**src/rtl/pmem_arbiter_pkg.sv**
```systemverilog
// Shared types for the physical-memory arbiter: word/line types, memory op and arbiter states.
package pmem_arbiter_pkg;

    localparam int PMEM_ADDR_WIDTH = 16;
    localparam int PMEM_LINE_WIDTH = 128;

    typedef logic [PMEM_ADDR_WIDTH-1:0] lc3b_word;
    typedef logic [PMEM_LINE_WIDTH-1:0] lc3b_c_line;

    typedef enum logic {
        PMEM_READ,
        PMEM_WRITE
    } pmem_op_t;

    typedef enum logic [1:0] {
        ARB_IDLE,
        ARB_SERVE_I,
        ARB_SERVE_D
    } arb_state_t;

    // Which requester was granted most recently; drives round-robin on ties.
    typedef enum logic {
        GRANT_I,
        GRANT_D
    } grant_t;

endpackage

```
**src/rtl/pmem_arbiter.sv**
```systemverilog
// Arbiter between I-cache and D-cache line ports and a single physical memory port.
// One full-line transaction at a time; the granted request is latched so memory sees
// stable address/data/op until it answers, and ties are broken round-robin.
module pmem_arbiter
    import pmem_arbiter_pkg::*;
#(
    parameter int ADDR_WIDTH = PMEM_ADDR_WIDTH,
    parameter int LINE_WIDTH = PMEM_LINE_WIDTH
) (
    input  logic                  clk,
    input  logic                  rst_n,

    input  logic                  i_pmem_read,
    input  logic [ADDR_WIDTH-1:0] i_pmem_address,
    output logic [LINE_WIDTH-1:0] i_pmem_rdata,
    output logic                  i_pmem_resp,

    input  logic                  d_pmem_read,
    input  logic                  d_pmem_write,
    input  logic [ADDR_WIDTH-1:0] d_pmem_address,
    input  logic [LINE_WIDTH-1:0] d_pmem_wdata,
    output logic [LINE_WIDTH-1:0] d_pmem_rdata,
    output logic                  d_pmem_resp,

    output logic                  pmem_read,
    output logic                  pmem_write,
    output logic [ADDR_WIDTH-1:0] pmem_address,
    output logic [LINE_WIDTH-1:0] pmem_wdata,
    input  logic [LINE_WIDTH-1:0] pmem_rdata,
    input  logic                  pmem_resp
);

    arb_state_t            r_state;
    grant_t                r_last_grant;
    pmem_op_t              r_op;
    logic [ADDR_WIDTH-1:0] r_address;
    logic [LINE_WIDTH-1:0] r_wdata;

    logic                  w_i_req;
    logic                  w_d_req;
    logic                  w_grant_i;
    logic                  w_grant_d;
    pmem_op_t              w_d_op;

    assign w_i_req = i_pmem_read;
    assign w_d_req = d_pmem_read | d_pmem_write;

    // A write-back takes priority over a fill if the D-cache raises both at once.
    assign w_d_op  = d_pmem_write ? PMEM_WRITE : PMEM_READ;

    // Pick a winner among requests seen in IDLE; on a tie serve the side that did not go last.
    always_comb begin
        w_grant_i = 1'b0;
        w_grant_d = 1'b0;
        if (w_i_req && w_d_req) begin
            if (r_last_grant == GRANT_D) begin
                w_grant_i = 1'b1;
            end else begin
                w_grant_d = 1'b1;
            end
        end else if (w_i_req) begin
            w_grant_i = 1'b1;
        end else if (w_d_req) begin
            w_grant_d = 1'b1;
        end
    end

    // Transaction FSM: latch the winning request in IDLE, hold it until memory answers.
    always_ff @(posedge clk or negedge rst_n) begin
        if (!rst_n) begin
            r_state      <= ARB_IDLE;
            r_last_grant <= GRANT_D;
            r_op         <= PMEM_READ;
            r_address    <= '0;
            r_wdata      <= '0;
        end else begin
            case (r_state)
                ARB_IDLE: begin
                    if (w_grant_i) begin
                        r_state      <= ARB_SERVE_I;
                        r_last_grant <= GRANT_I;
                        r_op         <= PMEM_READ;
                        r_address    <= i_pmem_address;
                    end else if (w_grant_d) begin
                        r_state      <= ARB_SERVE_D;
                        r_last_grant <= GRANT_D;
                        r_op         <= w_d_op;
                        r_address    <= d_pmem_address;
                        r_wdata      <= d_pmem_wdata;
                    end
                end
                ARB_SERVE_I, ARB_SERVE_D: begin
                    if (pmem_resp) begin
                        r_state <= ARB_IDLE;
                    end
                end
                default: begin
                    r_state <= ARB_IDLE;
                end
            endcase
        end
    end

    // Strobes are decoded purely from registered state, so they never glitch on requester inputs.
    assign pmem_read    = (r_state != ARB_IDLE) && (r_op == PMEM_READ);
    assign pmem_write   = (r_state != ARB_IDLE) && (r_op == PMEM_WRITE);
    assign pmem_address = r_address;
    assign pmem_wdata   = r_wdata;

    // Completion is steered only to the side being served; read data goes to both unconditionally.
    assign i_pmem_resp  = (r_state == ARB_SERVE_I) && pmem_resp;
    assign d_pmem_resp  = (r_state == ARB_SERVE_D) && pmem_resp;
    assign i_pmem_rdata = pmem_rdata;
    assign d_pmem_rdata = pmem_rdata;

endmodule

```
**config.mk**
```make
export PLATFORM = sky130hd
export DESIGN_NAME = pmem_arbiter
export DESIGN_NICKNAME = d
export VERILOG_FILES = /design/src/rtl/pmem_arbiter_pkg.sv /design/src/rtl/pmem_arbiter.sv
export SDC_FILE = /design/constraint.sdc
export NUM_CORES = 1
export LEC_CHECK = 0
export CORE_AREA = 4 4 266 268
export DETAILED_ROUTE_END_ITERATION = 10
export DIE_AREA = 0 0 270 272
export DONT_BUFFER_PORTS = 1
export GPL_ROUTABILITY_DRIVEN = 0
export GPL_TIMING_DRIVEN = 0
export SLEW_MARGIN = 5
export SYNTH_ARGS = -nofsm -noshare
export SYNTH_HDL_FRONTEND = slang
export SYNTH_SLANG_ARGS = --single-unit
```
**constraint.sdc**
```tcl
create_clock -name clk -period 3.65 [get_ports clk]
set_input_delay 0.1825 -clock clk [delete_from_list [all_inputs] [get_ports clk]]
set_output_delay 0.1825 -clock clk [all_outputs]
set_load 0.02 [all_outputs]
```
==> run_results.csv, run 1 <==
group,metric,value,unit
status,status,"complete, no violations",
place,portBuffers,0,
synthesis,synthesis.nets,946,
sta,fmax,0.436,GHz
worst_setup_path,critPathMaxStageDelay,0.56,ns
die,die_h,272,um
synthesis,synth_seq_area_share,0.476,
place,dp_slack,1.33,ns
final_layout,final_cell_mix,"buf_4, dlygate4sd3_1, dfrtp_1, mux2_1, mux2_2",
worst_setup_path,start_kind,"flip-flop",
clock_tree,cts.reportedPaths.clkPinSlew,0.06,ns
hold_path,worstHoldStart,"i_pmem_address[14]",
clock_tree,cts_hold_buffers,163,
worst_setup_path,reg2reg_from,"r_state[0]",
die,rows,96,
detailed_routing,drtPass1Iterations,4,
detailed_routing,drt_iter0_markers,180,
final_layout,drive_gt1_frac,0.411,
place,dp_hpwl,29500,um
die,dieWidth,270,um
die,core_area,68300,um2
power_and_ir_drop,power_density,818,nW/um2
hold_path,min_path_type,"input pin to flip-flop",
die,io_pins,698,
worst_setup_path,worstPathRequired,4.05,ns
sta,fin_ws,1.36,ns
global_routing,grt_usage,0.0952,
clock_tree,cts_buffers,17,
final_layout,multi_input_area,1950,um2
sta,tightest_slew,0.817,ns
sta,finalSetupTns,0,ns
detailed_routing,wire_per_inst,21.1,um
global_routing,grt_pass1_wl,48300,um
worst_setup_path,startpoint,"r_state[0]",
sta,period_share,0.628,
clock_tree,clock-sinks,148,
detailed_routing,vias,5495,
synthesis,avgSynthCellArea,12.0,um2
sta,drv_slew,0,
final_layout,ff_latch_area,3700,um2
worst_setup_path,cp.arrival,2.69,ns
sta,rsz0062_at_grt,"false",
final_layout,final_nets,1128,
synthesis,syn_inst,649,
die,dieArea,73400,um2
final_layout,area_growth,43.4,%
power_and_ir_drop,total_power,9130,uW
global_routing,grt_pass1_vias,6055,
sta,fin_crit,2.29,ns
detailed_routing,wirelength,36700,um
detailed_routing,viasPerCell,3.16,
worst_setup_path,cp_common_cell,"buf_2",
clock_tree,cts_tree,"done",
worst_setup_path,crit_path_end_kind,"flip-flop",
clock_tree,h-tree-depth,4,
power_and_ir_drop,vdd.ir_drop.worst,515,uV
synthesis,ys_warn_count,0,
sta,max_slew_margin,0.456,
worst_setup_path,path_cells,"inv_1 -> ha_1 -> buf_2 -> o31a_1 -> buf_2 -> buf_4 -> nor2_1 -> a21oi_1 -> dlygate4sd3_1",
global_routing,grt_max_degree,149,
worst_setup_path,critical_path_class,"flip-flop to flip-flop",
job,maxCapViolCount,0,
detailed_routing,antenna_left,0,
synthesis,syn_area,7790,um2
global_routing,overflow,0,
sta,setup_viol,0,
final_layout,mostFrequentLayoutCell,"buf_4",
power_and_ir_drop,p_leak,0.00475,uW
detailed_routing,remaining_drc_errors,0,
clock_tree,cts.repair.resized,0,
synthesis,synth_cell_types,29,
clock_tree,clockBufferDepth,2,
final_layout,final.fill_count,7428,
synthesis,synth-seq-cells,148,
clock_tree,post-cts-setup-buffers,0,
clock_tree,clk_latency,0.48,ns
sta,skew,0.0238,ns
global_routing,antenna_found_initial,22,
clock_tree,cts-root-buf,"clkbuf_16",
worst_setup_path,slowest_stage,"dlygate4sd3_1",
worst_setup_path,cp_max_fo,10,
die,start_util,0.114,
sta,hold_viol_final,0,
## path summary, 6_finish.rpt
kind                                    endpoint  slack, ns  cells past startpoint
worst max-delay path            pmem_address[11]       1.36                      9
worst min-delay path            pmem_address[14]       0.08                      2
worst max register to register  pmem_address[11]       1.36                      9
worst min register to register        r_state[0]       0.53                      1
max in group asynchronous         pmem_wdata[55]       2.59                      2
min in group asynchronous         pmem_wdata[13]       0.44                      2
## cells in the mapped netlist
cell type | number | area [um2]
nand2_1 | 1 | 3.75
and2_1 | 2 | 12.5
inv_1 | 4 | 15.0
o21ba_2 | 1 | 10.0
inv_2 | 1 | 3.75
nor2_1 | 19 | 71.3
o2bb2ai_1 | 2 | 17.5
mux2_2 | 30 | 338
buf_6 | 10 | 113
o31a_1 | 1 | 8.76
o21ai_0 | 17 | 85.1
dfstp_2 | 1 | 26.3
o21ai_1 | 1 | 5.00
buf_4 | 258 | 1940
nor2b_1 | 1 | 6.26
ha_1 | 3 | 37.5
o31ai_4 | 1 | 21.3
nand3_1 | 1 | 5.00
nor3_1 | 1 | 5.00
o221ai_2 | 1 | 15.0
dfrtp_1 | 147 | 3680
a21o_1 | 1 | 7.51
clkbuf_1 | 3 | 11.3
buf_2 | 10 | 50.1
o21bai_2 | 1 | 11.3
a31oi_1 | 16 | 100
mux2_1 | 98 | 1100
a21oi_1 | 16 | 80.1
a211o_1 | 1 | 8.76
## critical path, delay by kind of cell, from the launching register on
kind | cells | cell delay, ns
and+or+nand+nor | 1 | 0.08
adders and majority gates | 1 | 0.14
buffers and inverters | 5 | 1.28
AOI/OAI and AO/OA | 2 | 0.32
DFF | 1 | 0.40
## layer usage
layer,part of all wire,wire [um],up-vias,GRT usage
met5,0.0022,80,-,0
met4,0.033,1220,12,0.0418
met3,0.12,4320,60,0.0512
met2,0.54,19800,448,0.177
met1,0.31,11300,2689,0.0852
li1,-,-,2286,-
## power by group
| part | total [uW] | internal [uW] | switching, uW | leakage (uW) |
|---|---|---|---|---|
| clock | 1850 | 1020 | 830 | 0.000283 |
| sequential | 4440 | 2490 | 1950 | 0.00173 |
| combinational | 2840 | 1440 | 1410 | 0.00274 |
## state kept, by name, summed over array words and instances, names as in the netlist
name,count
r_state,2
r_op,1
pmem_wdata,128
r_last_grant,1
pmem_address,16
## layout make-up
class	count	share of cell area
multi-input combinational	215	0.175
inverter	5	0.00168
sequential	148	0.332
timing repair buffer	163	0.148
tap	882	0.0988
antenna	12	0.00269
clock inverter	15	0.0151
buffer	281	0.189
clock buffer	17	0.0381
## logic make-up after synthesis
family,count (synthesis),share of synthesized area
and+or+nand+nor,25,0.0133
muxes,128,0.185
DFF,148,0.476
adders and majority gates,3,0.00482
buffers and inverters,286,0.273
AOI/OAI and AO/OA,59,0.0476
## stage by stage
| stage | hold slack [ns] | instance area [um2] | util | instances |
|---|---|---|---|---|
| global placement | -0.108 | 8890 | 0.130 | 1531 |
| finish | 0.0845 | 11200 | 0.163 | 1738 |
| global route | 0.0378 | 11200 | 0.163 | 1733 |
| floorplan | -0.113 | 7790 | - | 649 |
| detailed placement | -0.109 | 8890 | 0.130 | 1531 |
| CTS | 0.00863 | 11100 | 0.163 | 1726 |
(Power assumes the default switching activity.)
==> run 2, diff against run 1 <==
Clock period 3.65 ns to 2.2 ns, I/O delays scaled along.
==> run_results.csv, run 2 (synthesis gave the netlist of run 1 again) <==
group,metric,value,unit
die,die_h,272,um
detailed_routing,vias,5483,
sta,tightest_slew,0.531,ns
hold_path,min_path_type,"input pin to asynchronous set/reset pin",
worst_setup_path,start_kind,"flip-flop",
die,start_util,0.114,
clock_tree,cts-root-buf,"clkbuf_16",
clock_tree,clock-sinks,148,
sta,finalSetupTns,0,ns
clock_tree,clockBufferDepth,2,
final_layout,area_growth,43.7,%
status,violations,"negative hold slack",
clock_tree,post-cts-setup-buffers,0,
clock_tree,cts_buffers,17,
job,maxCapViolCount,0,
clock_tree,cts.reportedPaths.clkPinSlew,0.07,ns
detailed_routing,remaining_drc_errors,0,
power_and_ir_drop,power_density,1340,nW/um2
detailed_routing,drt_iter0_markers,169,
power_and_ir_drop,vdd.ir_drop.worst,811,uV
sta,fin_crit,2.16,ns
detailed_routing,wirelength,36800,um
worst_setup_path,slowest_stage,"dfstp_2",
status,status,"finished with violations",
clock_tree,h-tree-depth,4,
place,portBuffers,0,
place,dp_hpwl,29500,um
global_routing,grt_usage,0.0953,
worst_setup_path,cp_common_cell,"dlygate4sd3_1",
worst_setup_path,crit_path_end_kind,"flip-flop",
clock_tree,cts_tree,"done",
clock_tree,clk_latency,0.48,ns
power_and_ir_drop,p_leak,0.00476,uW
global_routing,grt_pass1_vias,6114,
sta,period_share,0.980,
detailed_routing,wire_per_inst,21.2,um
worst_setup_path,cp.arrival,2.51,ns
detailed_routing,viasPerCell,3.15,
detailed_routing,drtPass1Iterations,4,
worst_setup_path,path_cells,"o21ba_4 -> o21ai_0 -> dlygate4sd3_1 -> a21oi_1 -> dlygate4sd3_1",
final_layout,final_cell_mix,"buf_4, dlygate4sd3_1, dfrtp_1, mux2_1, mux2_2",
sta,max_slew_margin,0.646,
sta,skew,0.0225,ns
die,dieArea,73400,um2
worst_setup_path,critPathMaxStageDelay,0.57,ns
worst_setup_path,critical_path_class,"flip-flop to flip-flop",
global_routing,antenna_found_initial,20,
die,core_area,68300,um2
global_routing,overflow,0,
clock_tree,cts_hold_buffers,167,
final_layout,final.fill_count,7423,
die,rows,96,
die,dieWidth,270,um
worst_setup_path,cp_max_fo,7,
final_layout,drive_gt1_frac,0.409,
sta,fin_ws,0.0439,ns
die,io_pins,698,
place,dp_slack,-0.117,ns
sta,holdWs,-0.666,ns
global_routing,grt_max_degree,149,
sta,hold_viol_final,148,
global_routing,grt_pass1_wl,48300,um
sta,setup_viol,0,
final_layout,mostFrequentLayoutCell,"buf_4",
sta,drv_slew,0,
worst_setup_path,worstPathRequired,2.55,ns
sta,fmax,0.464,GHz
final_layout,final_nets,1130,
detailed_routing,antenna_left,0,
final_layout,largest_reg_flops,128,
sta,rsz0062_at_grt,"false",
[run 2: changes by cell type in the layout (fill, tap and decap cells not counted), sizes merged]
cell / delta
diode: -1
dlymetal6s4s: +1
buf: -1
dlygate4sd3: +2
[run 2: routing by layer]
metal  global-route usage  share of wire  up-vias
met5                    0         0.0024        -
met4               0.0412          0.033       14
met3               0.0503           0.12       68
met2                0.177           0.54      443
met1               0.0858           0.30     2676
li1                     -              -     2282
[run 2: critical path: cells and delay by family (launching register included)]
kind | cells | cell delay [ns]
buffers and inverters | 2 | 1.11
DFF | 1 | 0.57
AOI/OAI and AO/OA | 3 | 0.38
[run 2: final cells by class]
type | instances | area [um2] | area share
diodes | 11 | 27.5 | 0.00246
plain buffers | 281 | 2120 | 0.189
clock buffers | 17 | 425 | 0.0380
clock inverters | 15 | 169 | 0.0151
inverters | 5 | 18.8 | 0.00168
multi-input cells | 215 | 1970 | 0.176
flip-flops and latches | 148 | 3700 | 0.331
well taps | 882 | 1100 | 0.0986
repair buffers | 165 | 1650 | 0.148
[run 2: metrics by stage]
| stage | cells | power (uW) | instance area, um2 | utilization |
|---|---|---|---|---|
| after floorplan | 649 | 9880 | 7790 | - |
| after global placement | 1531 | 11600 | 8890 | 0.130 |
| after detailed placement | 1531 | 11700 | 8890 | 0.130 |
| after CTS | 1730 | 15300 | 11200 | 0.163 |
| after global routing | 1734 | 15900 | 11200 | 0.164 |
| final | 1739 | 15000 | 11200 | 0.164 |
[run 2: path summary, 6_finish.rpt]
check	slack, ns	from	cells after the start	end
hold reg to reg	0.54	r_state[0]	1	r_state[0]
setup reg to reg	0.04	r_last_grant	5	pmem_address[3]
hold / removal	-0.67	rst_n	0	pmem_wdata[78]
setup / recovery	0.04	r_last_grant	5	pmem_address[3]
min in group clk	0.08	i_pmem_read	3	pmem_address[1]
max in group asynchronous	2.55	rst_n	0	pmem_wdata[55]
[run 2: where the power goes]
part | internal, uW | switching, uW
Sequential | 4140 | 3250
Clock | 1690 | 1380
Combinational | 2300 | 2280
[run 2: what timing repair did]
item,CTS,global route
endpoints found under the hold margin,294,148
gates resized for setup,1,6
setup endpoints to repair,68,15
gates cloned,0,0
==> run 3, diff against run 2 <==
Settings changed: CORE_AREA 4 4 266 268 to 2 2 272 274, DIE_AREA 0 0 270 272 to 0 0 274 276, HOLD_SLACK_MARGIN from default to 0.1.
==> run_results.csv, run 3 (synthesis gave the netlist of run 1 again) <==
group,metric,value,unit
worst_setup_path,critical_path_class,"flip-flop to flip-flop",
status,violations,"negative hold slack",
sta,period_share,0.972,
place,dp_hpwl,27600,um
sta,holdWs,-0.664,ns
worst_setup_path,cp_max_fo,7,
global_routing,antenna_found_initial,16,
sta,finalSetupTns,0,ns
clock_tree,clock-sinks,148,
die,dieWidth,274,um
detailed_routing,drt_iter0_markers,200,
place,portBuffers,0,
die,die_h,276,um
sta,fin_crit,2.14,ns
sta,fmax,0.468,GHz
clock_tree,cts_tree,"done",
clock_tree,h-tree-depth,4,
sta,drv_slew,0,
final_layout,drive_gt1_frac,0.410,
sta,tightest_slew,0.549,ns
final_layout,final_area,11300,um2
detailed_routing,remaining_drc_errors,0,
global_routing,grt_max_degree,149,
worst_setup_path,reg2reg_from,"r_last_grant",
final_layout,area_growth,45.1,%
die,core_area,72600,um2
job,maxCapViolCount,0,
detailed_routing,wire_per_inst,19.0,um
power_and_ir_drop,p_leak,0.00476,uW
sta,setup_viol,0,
final_layout,largest_reg_flops,128,
final_layout,final_nets,1130,
worst_setup_path,crit_family,"buffers and inverters",
place,dp_slack,0.00418,ns
worst_setup_path,critPathBufInv,2,
die,start_util,0.107,
sta,fin_ws,0.0612,ns
worst_setup_path,cp_common_cell,"dlygate4sd3_1",
clock_tree,cts-root-buf,"clkbuf_16",
global_routing,grt_usage,0.0888,
detailed_routing,wirelength,34500,um
global_routing,grt_pass1_vias,5760,
detailed_routing,drtPass1Iterations,5,
clock_tree,cts_hold_buffers,169,
place,postPlaceCellArea,8990,um2
power_and_ir_drop,power_density,1330,nW/um2
clock_tree,cts.reportedPaths.clkPinSlew,0.07,ns
clock_tree,cts_buffers,17,
sta,hold_viol_final,148,
worst_setup_path,path_cells,"o21ba_4 -> o21ai_1 -> dlygate4sd3_1 -> a21oi_1 -> dlygate4sd3_1",
global_routing,overflow,0,
worst_setup_path,rrSetupSlack,0.06,ns
global_routing,grt_pass1_wl,45700,um
die,dieArea,75600,um2
die,io_pins,698,
detailed_routing,viasPerCell,2.99,
final_layout,final_cell_mix,"buf_4, dlygate4sd3_1, dfrtp_1, mux2_1, mux2_2",
worst_setup_path,crit_path_end_kind,"flip-flop",
worst_setup_path,slowest_stage,"dfstp_2",
worst_setup_path,cp.arrival,2.48,ns
worst_setup_path,start_kind,"flip-flop",
clock_tree,clk_latency,0.47,ns
worst_setup_path,startpoint,"r_last_grant",
detailed_routing,vias,5430,
hold_path,min_path_type,"input pin to asynchronous set/reset pin",
clock_tree,clockBufferDepth,2,
sta,skew,0.00581,ns
die,rows,99,
worst_setup_path,worstPathRequired,2.54,ns
worst_setup_path,critPathMaxStageDelay,0.55,ns
detailed_routing,antenna_left,0,
final_layout,mostFrequentLayoutCell,"buf_4",
sta,max_slew_margin,0.634,
power_and_ir_drop,vdd.ir_drop.worst,747,uV
sta,rsz0062_at_grt,"false",
status,status,"finished with violations",
run 3: final timing paths:
check,end,depth (start not counted)
setup / recovery,pmem_address[2],5
hold / removal,pmem_address[3],0
setup reg to reg,pmem_address[2],5
hold reg to reg,r_state[1],1
max in group asynchronous,pmem_wdata[80],0
min in group clk,r_op,3
run 3: layout make-up:
class	instances	area, um2
fill	8049	61300
clock inverter	13	171
inverter	5	18.8
sequential	148	3700
buffer	281	2120
timing repair buffer	165	1650
tap	959	1200
antenna	10	25.0
clock buffer	19	443
multi-input combinational	215	1960
run 3: worst reg2reg max path, cell delays in order, from the launching register on:
cell and delay (ns):
dfstp_2 0.55, o21ba_4 0.19, o21ai_1 0.11, dlygate4sd3_1 0.55
a21oi_1 0.06, dlygate4sd3_1 0.56
run 3: metal layers:
| metal | GRT usage | vias up | routed length, um |
|---|---|---|---|
| met1 | 0.0861 | 2616 | 11600 |
| met2 | 0.152 | 444 | 17200 |
| li1 | - | 2290 | - |
| met3 | 0.0473 | 66 | 4240 |
| met4 | 0.0470 | 14 | 1430 |
| met5 | 0 | - | 89 |
run 3: power by group:
group          leakage (uW)  switching [uW]  total (uW)  internal [uW]
Clock              0.000283            1340        3170           1830
Combinational       0.00276            2180        4460           2270
Sequential          0.00173            3240        7380           4140
run 3: what timing repair did:
action / in CTS / in global routing
endpoints found under the hold margin: 294 / 148
cloned: 0 / 0
gates resized for setup: 1 / 7
setup buffers: 0 / 0
setup endpoints to repair: 4 / 7
pin swaps: 0 / 0
run 3: stage by stage:
step	hold slack, ns	instances	util	power (uW)
after detailed placement	-0.182	1608	0.124	11600
final	-0.664	1815	0.156	15000
after global routing	-0.708	1810	0.155	15900
after CTS	-0.723	1809	0.156	15300
after floorplan	-0.186	649	-	9880
after global placement	-0.182	1608	0.124	11400
